===== src/rtl/mem_access_stage_if.sv =====
// Memory bus between the MEM stage and the data memory: a registered request
// that is held until a single-cycle ack. The data and byte-enable vectors use
// big-endian numbering, so bit 0 is the MSB and mem_be[0] covers bits [0:7].
interface mem_access_stage_if;
    logic        mem_req;
    logic        mem_we;
    logic [0:31] mem_addr;
    logic [0:31] mem_wdata;
    logic [0:3]  mem_be;
    logic [0:31] mem_rdata;
    logic        mem_ack;

    modport master (
        output mem_req, mem_we, mem_addr, mem_wdata, mem_be,
        input  mem_rdata, mem_ack
    );

    modport slave (
        input  mem_req, mem_we, mem_addr, mem_wdata, mem_be,
        output mem_rdata, mem_ack
    );
endinterface


===== src/rtl/mem_access_stage.sv =====
// MEM stage of the 5-stage MIPS pipeline. Non-memory instructions retire to
// writeback one cycle later. LW/SW/LB/LBU/SB run one bus transaction each and
// stall upstream until the transaction completes. Misaligned word accesses and
// bus timeouts raise a single-cycle mem_err and do not reach writeback.
module mem_access_stage #(
    parameter int MAX_WAIT = 255,
    parameter int CNT_W    = 8
) (
    input  logic                       clock,
    input  logic                       reset,
    input  logic                       valid_mem,
    input  logic [0:31]                insn,
    input  logic [0:31]                alu_out,
    input  logic [0:31]                store_data,
    output logic                       stall,
    mem_access_stage_if.master         bus,
    output logic                       wb_valid,
    output logic [0:31]                wb_data,
    output logic [0:31]                wb_insn,
    output logic                       mem_err
);

    localparam logic [0:5] OP_LW  = 6'b100011;
    localparam logic [0:5] OP_SW  = 6'b101011;
    localparam logic [0:5] OP_LB  = 6'b100000;
    localparam logic [0:5] OP_LBU = 6'b100100;
    localparam logic [0:5] OP_SB  = 6'b101000;

    localparam logic [CNT_W-1:0] CNT_LAST = CNT_W'(MAX_WAIT - 1);

    typedef enum logic {S_IDLE, S_WAIT} state_t;

    state_t           state;
    logic [CNT_W-1:0] wait_cnt;

    // Operation details captured at accept, so completion never depends on
    // what upstream presents once the stall has been released.
    logic             op_load;
    logic             op_byte;
    logic             op_signed;
    logic [0:1]       op_off;
    logic [0:31]      op_alu;

    logic [0:5] opcode;
    logic [0:1] off;
    logic       is_lw, is_sw, is_lb, is_lbu, is_sb;
    logic       is_mem, is_word, is_byte, misaligned;
    logic       accept, abort;

    // Byte enables: all four lanes for word ops, one lane for byte ops.
    function automatic logic [0:3] byte_enable(input logic byte_op, input logic [0:1] lane);
        logic [0:3] be;
        if (byte_op) begin
            be       = 4'b0000;
            be[lane] = 1'b1;
        end else begin
            be = 4'b1111;
        end
        return be;
    endfunction

    // Store data: byte stores drive the byte onto every lane.
    function automatic logic [0:31] store_lanes(input logic byte_op, input logic [0:31] data);
        logic [0:31] wd;
        if (byte_op) begin
            wd = {4{data[24:31]}};
        end else begin
            wd = data;
        end
        return wd;
    endfunction

    // Load result: full word, or the addressed byte right-justified and
    // sign- or zero-extended.
    function automatic logic [0:31] load_extract(input logic [0:31] rdata, input logic byte_op,
                                                 input logic sext, input logic [0:1] lane);
        logic [0:7]  b;
        logic [0:31] res;
        b = rdata[{lane, 3'b000} +: 8];
        if (!byte_op) begin
            res = rdata;
        end else if (sext) begin
            res = {{24{b[0]}}, b};
        end else begin
            res = {24'h000000, b};
        end
        return res;
    endfunction

    // Decode the incoming instruction and derive the handshake terms.
    always_comb begin
        opcode     = insn[0:5];
        off        = alu_out[30:31];
        is_lw      = (opcode == OP_LW);
        is_sw      = (opcode == OP_SW);
        is_lb      = (opcode == OP_LB);
        is_lbu     = (opcode == OP_LBU);
        is_sb      = (opcode == OP_SB);
        is_word    = is_lw | is_sw;
        is_byte    = is_lb | is_lbu | is_sb;
        is_mem     = is_word | is_byte;
        misaligned = is_word & (off != 2'b00);
        accept     = (state == S_IDLE) & valid_mem & is_mem & ~misaligned;
        abort      = (state == S_WAIT) & ~bus.mem_ack & (wait_cnt == CNT_LAST);
        stall      = accept | ((state == S_WAIT) & ~bus.mem_ack & ~abort);
    end

    // Latch the details of an accepted memory op for use at completion.
    always_ff @(posedge clock) begin
        if (accept) begin
            op_load   <= is_lw | is_lb | is_lbu;
            op_byte   <= is_byte;
            op_signed <= is_lb;
            op_off    <= off;
            op_alu    <= alu_out;
        end
    end

    // Control FSM: bus request, writeback pulse and error pulse.
    always_ff @(posedge clock) begin
        if (reset) begin
            state         <= S_IDLE;
            wait_cnt      <= '0;
            bus.mem_req   <= 1'b0;
            bus.mem_we    <= 1'b0;
            bus.mem_addr  <= '0;
            bus.mem_wdata <= '0;
            bus.mem_be    <= '0;
            wb_valid      <= 1'b0;
            wb_data       <= '0;
            wb_insn       <= '0;
            mem_err       <= 1'b0;
        end else begin
            wb_valid <= 1'b0;
            mem_err  <= 1'b0;
            case (state)
                S_IDLE: begin
                    if (valid_mem) begin
                        if (!is_mem) begin
                            wb_valid <= 1'b1;
                            wb_data  <= alu_out;
                            wb_insn  <= insn;
                        end else if (misaligned) begin
                            mem_err <= 1'b1;
                        end else begin
                            bus.mem_req   <= 1'b1;
                            bus.mem_we    <= is_sw | is_sb;
                            bus.mem_addr  <= {alu_out[0:29], 2'b00};
                            bus.mem_be    <= byte_enable(is_byte, off);
                            bus.mem_wdata <= store_lanes(is_sb, store_data);
                            wb_insn       <= insn;
                            wait_cnt      <= '0;
                            state         <= S_WAIT;
                        end
                    end
                end
                S_WAIT: begin
                    if (bus.mem_ack) begin
                        bus.mem_req <= 1'b0;
                        wb_valid    <= 1'b1;
                        wb_data     <= op_load ?
                                       load_extract(bus.mem_rdata, op_byte, op_signed, op_off) :
                                       op_alu;
                        state       <= S_IDLE;
                    end else if (abort) begin
                        bus.mem_req <= 1'b0;
                        mem_err     <= 1'b1;
                        state       <= S_IDLE;
                    end else begin
                        wait_cnt <= wait_cnt + 1'b1;
                    end
                end
                default: state <= S_IDLE;
            endcase
        end
    end

endmodule


===== src/flat_wrapper.sv =====
// flat-port wrapper written by rule: the top's interface ports become plain ports
module mem_access_stage_flat 
#(
    parameter int MAX_WAIT = 255,
    parameter int CNT_W    = 8
)
  (clock, reset, valid_mem, insn, alu_out, store_data, stall, wb_valid, wb_data, wb_insn, mem_err, bus_mem_req, bus_mem_we, bus_mem_addr, bus_mem_wdata, bus_mem_be, bus_mem_rdata, bus_mem_ack);
  mem_access_stage_if bus_i ();
  input  logic clock;
  input  logic reset;
  input  logic valid_mem;
  input  logic [0:31] insn;
  input  logic [0:31] alu_out;
  input  logic [0:31] store_data;
  output logic stall;
  output logic wb_valid;
  output logic [0:31] wb_data;
  output logic [0:31] wb_insn;
  output logic mem_err;
  output wire logic [$bits(bus_i.mem_req)-1:0] bus_mem_req;
  output wire logic [$bits(bus_i.mem_we)-1:0] bus_mem_we;
  output wire logic [$bits(bus_i.mem_addr)-1:0] bus_mem_addr;
  output wire logic [$bits(bus_i.mem_wdata)-1:0] bus_mem_wdata;
  output wire logic [$bits(bus_i.mem_be)-1:0] bus_mem_be;
  input wire logic [$bits(bus_i.mem_rdata)-1:0] bus_mem_rdata;
  input wire logic [$bits(bus_i.mem_ack)-1:0] bus_mem_ack;
  assign bus_mem_req = bus_i.mem_req;
  assign bus_mem_we = bus_i.mem_we;
  assign bus_mem_addr = bus_i.mem_addr;
  assign bus_mem_wdata = bus_i.mem_wdata;
  assign bus_mem_be = bus_i.mem_be;
  assign bus_i.mem_rdata = bus_mem_rdata;
  assign bus_i.mem_ack = bus_mem_ack;
  mem_access_stage #(.MAX_WAIT(MAX_WAIT), .CNT_W(CNT_W)) u_core (.clock(clock), .reset(reset), .valid_mem(valid_mem), .insn(insn), .alu_out(alu_out), .store_data(store_data), .stall(stall), .bus(bus_i), .wb_valid(wb_valid), .wb_data(wb_data), .wb_insn(wb_insn), .mem_err(mem_err));
endmodule

===== config.mk =====
export PLATFORM = sky130hd
export DESIGN_NAME = mem_access_stage_flat
export DESIGN_NICKNAME = d
export VERILOG_FILES = /design/src/rtl/mem_access_stage_if.sv /design/src/rtl/mem_access_stage.sv /design/src/flat_wrapper.sv
export SDC_FILE = /design/constraint.sdc
export NUM_CORES = 1
export LEC_CHECK = 0
export BUFFER_PORTS_ARGS = -buffer_cell sky130_fd_sc_hd__buf_2
export CAP_MARGIN = 0
export CORE_MARGIN = 2
export CORE_UTILIZATION = 35
export CTS_BUF_LIST = sky130_fd_sc_hd__clkbuf_4
export CTS_CLUSTER_DIAMETER = 80
export CTS_CLUSTER_SIZE = 12
export DETAILED_ROUTE_END_ITERATION = 10
export PLACE_DENSITY = 0.68
export SYNTH_ARGS = -nofsm -noshare
export SYNTH_HDL_FRONTEND = slang
export SYNTH_SLANG_ARGS = --single-unit
export TNS_END_PERCENT = 50

===== constraint.sdc =====
create_clock -name clock -period 3.8 [get_ports clock]
set_clock_uncertainty 0.2 [all_clocks]
set_input_delay 0.57 -clock clock [delete_from_list [all_inputs] [get_ports clock]]
set_output_delay 0.57 -clock clock [all_outputs]
set_load 0.005 [all_outputs]

==> summary.md <==
| Metric | Value |
|---|---|
| Outcome | `completed` |
| DR iter-0 viols | `508` |
| Clk Latency, worst-skew pair | `0.56 ns` |
| Routed WL per cell | `16.7 um` |
| Post-synth EDFFs | `35` |
| FP Rows | `54` |
| Clk sinks | `178` |
| Fin. Hold Viols | `0` |
| Share of cells above drive strength 1 | `28.2%` |
| List of most frequent post-synthesis cells | `nand2_1 (184), dfxtp_1 (143), a21oi_1 (95)` |
| Port bufs | `266` |
| Synthesized area per cell | `8.65 um2` |
| Nature of the critical path startpoint | `input pin` |
| Nets | `1320` |
| Synth top area cells | `dfxtp_1 (37%), edfxtp_1 (14%), nand2_1 (9.0%)` |
| I/O pins | `269` |
| Place WS | `0.793 ns` |
| Clk slew on worst S/H paths | `0.14 ns` |
| Final Max Tran Viols | `0` |
| Die width | `152 um` |
| CTS buffer count | `17` |
| Antenna violations before repair | `2` |
| Top-area cell type share of the netlist area | `37.1%` |
| DP HPWL | `16800 um` |
| Post-synth top area cell | `dfxtp_1` |
| Vias after detailed routing | `7632` |
| Slew at the pin with the worst max-slew slack | `1.01 ns` |
| Maxcap violations | `0` |
| Leakage | `4.29 nW` |
| Synth warn | `0` |
| CTS Buffer Depth | `2` |
| GPL Wtd Cong | `0.828` |
| Most common cell in the netlist | `nand2_1` |
| # DRC | `0` |
| Core ar. | `21800 um2` |
| Setup bufs post-CTS | `0` |
| Setup_tns | `0 ns` |
| Layout Utilization | `46.8%` |
| Initial Util | `35.5%` |
| Worst relative slew slack | `32.3%` |
| First-pass iteration count of the detailed router | `5` |
| Vias in the first global route | `7072` |
| Sequential share of the synthesized area | `50.7%` |
| Worst setup margin | `0.579 ns` |
| ANT nets after route | `0` |
| Post-synth ARST share | `0%` |
| H-tree depth | `4` |
| Area added between synthesis and finish | `32.0%` |
| Routed WL | `24700 um` |
| Worst Setup End Kind | `output pin` |
| Largest net degree at the start of global routing | `64` |
| Die H | `152 um` |
| Die area | `23300 um2` |
| Global-route wire length before repair | `38300 um` |
| Gr ovfl total | `0` |
| Synth Instances | `892` |
| GR Util All Layers | `20.5%` |
| Number of synthesized register bits | `178` |
| Setup violators final | `0` |
| Max Clk Rate | `310 MHz` |
| Synthesized cell area | `7720 um2` |
| Min cycle time layout | `3.22 ns` |
| Crit share post-route | `84.8%` |
| Synth Flop Type | `dfxtp_1` |
| Crit path required time | `3.03 ns` |
| Post-synth cell types | `49` |
| Worst EP arrival | `2.45 ns` |
| Setup Crit Path Kind | `in -> out` |
| DR vias/cell | `5.16` |
| Clk root buf | `clkbuf_4` |
| CTS tree | `yes` |
| Worst hold path class | `in -> reg` |
| CP Max Fanout | `22` |
| RSZ-0062 raised after global routing | `no` |
| Pwr Density | `358 nW/um2` |
| VDD IR max | `0.195 mV` |
what timing repair did:
item / 4_1_cts / 5_1_grt
endpoints found under the hold margin: 68 / 0
hold buffers: 64 / 0
gates resized for setup: 0 / 0
worst max-delay path, cell delays in order:
cell and delay (ns):
dlygate4sd3_1 0.53, buf_2 0.14, or2_1 0.19, a211oi_4 0.08, o21ai_4 0.57, nand2_1 0.19
buf_2 0.18
through the flow:
| stage | power (mW) | hold slack [ns] | std cells | area (um2) |
|---|---|---|---|---|
| after floorplan | 2.27 | 0.248 | 893 | 7720 |
| after global placement | 2.48 | 0.237 | 1383 | 9240 |
| after detailed placement | 2.48 | 0.244 | 1383 | 9240 |
| after CTS | 3.68 | 0.00131 | 1479 | 10200 |
| after global routing | 3.81 | 0.00339 | 1480 | 10200 |
| final | 3.64 | 0.0549 | 1480 | 10200 |
path summary, 6_finish.rpt:
check | startpoint | slack (ns) | to | cells after the start
setup / recovery | insn[5] | 0.58 | stall | 7
hold reg to reg | u_core.wb_insn[10] | 0.26 | u_core.wb_insn[10] | 2
hold / removal | insn[13] | 0.05 | u_core.wb_insn[13] | 3
setup reg to reg | u_core.op_alu[31] | 1.02 | u_core.wb_data[16] | 6
area by class of cell:
cell class	instances	area, um2
diodes	1	2.50
clock buffers	18	135
clock inverters	14	170
fillers	2115	11600
inverters	19	73.8
multi-input cells	623	3410
flip-flops and latches	178	3910
well taps	280	350
repair buffers	347	2130
report_power, final:
part | internal, mW | switching, mW | total (mW)
clock network | 0.422 | 0.727 | 1.15
registers | 1.99 | 0.0323 | 2.02
logic | 0.218 | 0.253 | 0.471
total | 2.63 | 1.01 | 3.64
logic make-up after synthesis:
logic type / after synthesis / share of synthesized area [%]
fa+ha+maj: 2 / 0.324
compound gates: 232 / 19.2
mux: 9 / 1.33
xor+xnor: 4 / 0.454
simple gates: 374 / 22.6
buf+inv: 92 / 5.30
flops: 178 / 50.7
other cells: 1 / 0.0486
sequential cells by signal, indices dropped and copies added (netlist names):
signal	cells
u_core.bus.mem_be	4
u_core.state	1
u_core.bus.mem_addr	30
u_core.wait_cnt	8
u_core.mem_err	1
u_core.bus.mem_wdata	32
u_core.op_signed	1
u_core.bus.mem_req	1
u_core.op_byte	1
u_core.wb_data	32
u_core.op_alu	32
u_core.wb_insn	32
u_core.wb_valid	1
u_core.op_load	1
u_core.bus.mem_we	1
layer usage:
layer | vias up | share of wire, % | GRT usage [%]
li1 | 3722 | - | -
met1 | 3551 | 43 | 26.7
met2 | 320 | 47 | 33.6
met3 | 37 | 8.1 | 5.40
met4 | 2 | 1.8 | 5.91
met5 | - | 0.065 | 0
placed cells by master (no fill, tap or decap), drive strengths merged, types with 6 or more instances in the layout:
cell type    netlist  final
o21ai             31     31
o22ai              9      9
inv               19     26
buf               22    283
nand3              7      7
a211oi            26     26
a21oi             95     95
mux2i              8      8
nand2b            27     27
dfxtp            143    143
o221ai             7      7
nand2            184    184
nor3              56     56
edfxtp            35     35
or3                8      8
nor2b             30     30
a31oi             25     25
nor2              52     52
a22o               6      6
dlygate4sd3        0     64
clkbuf            51     18
a221oi            24     24
Power figures use the tool's default switching activity.
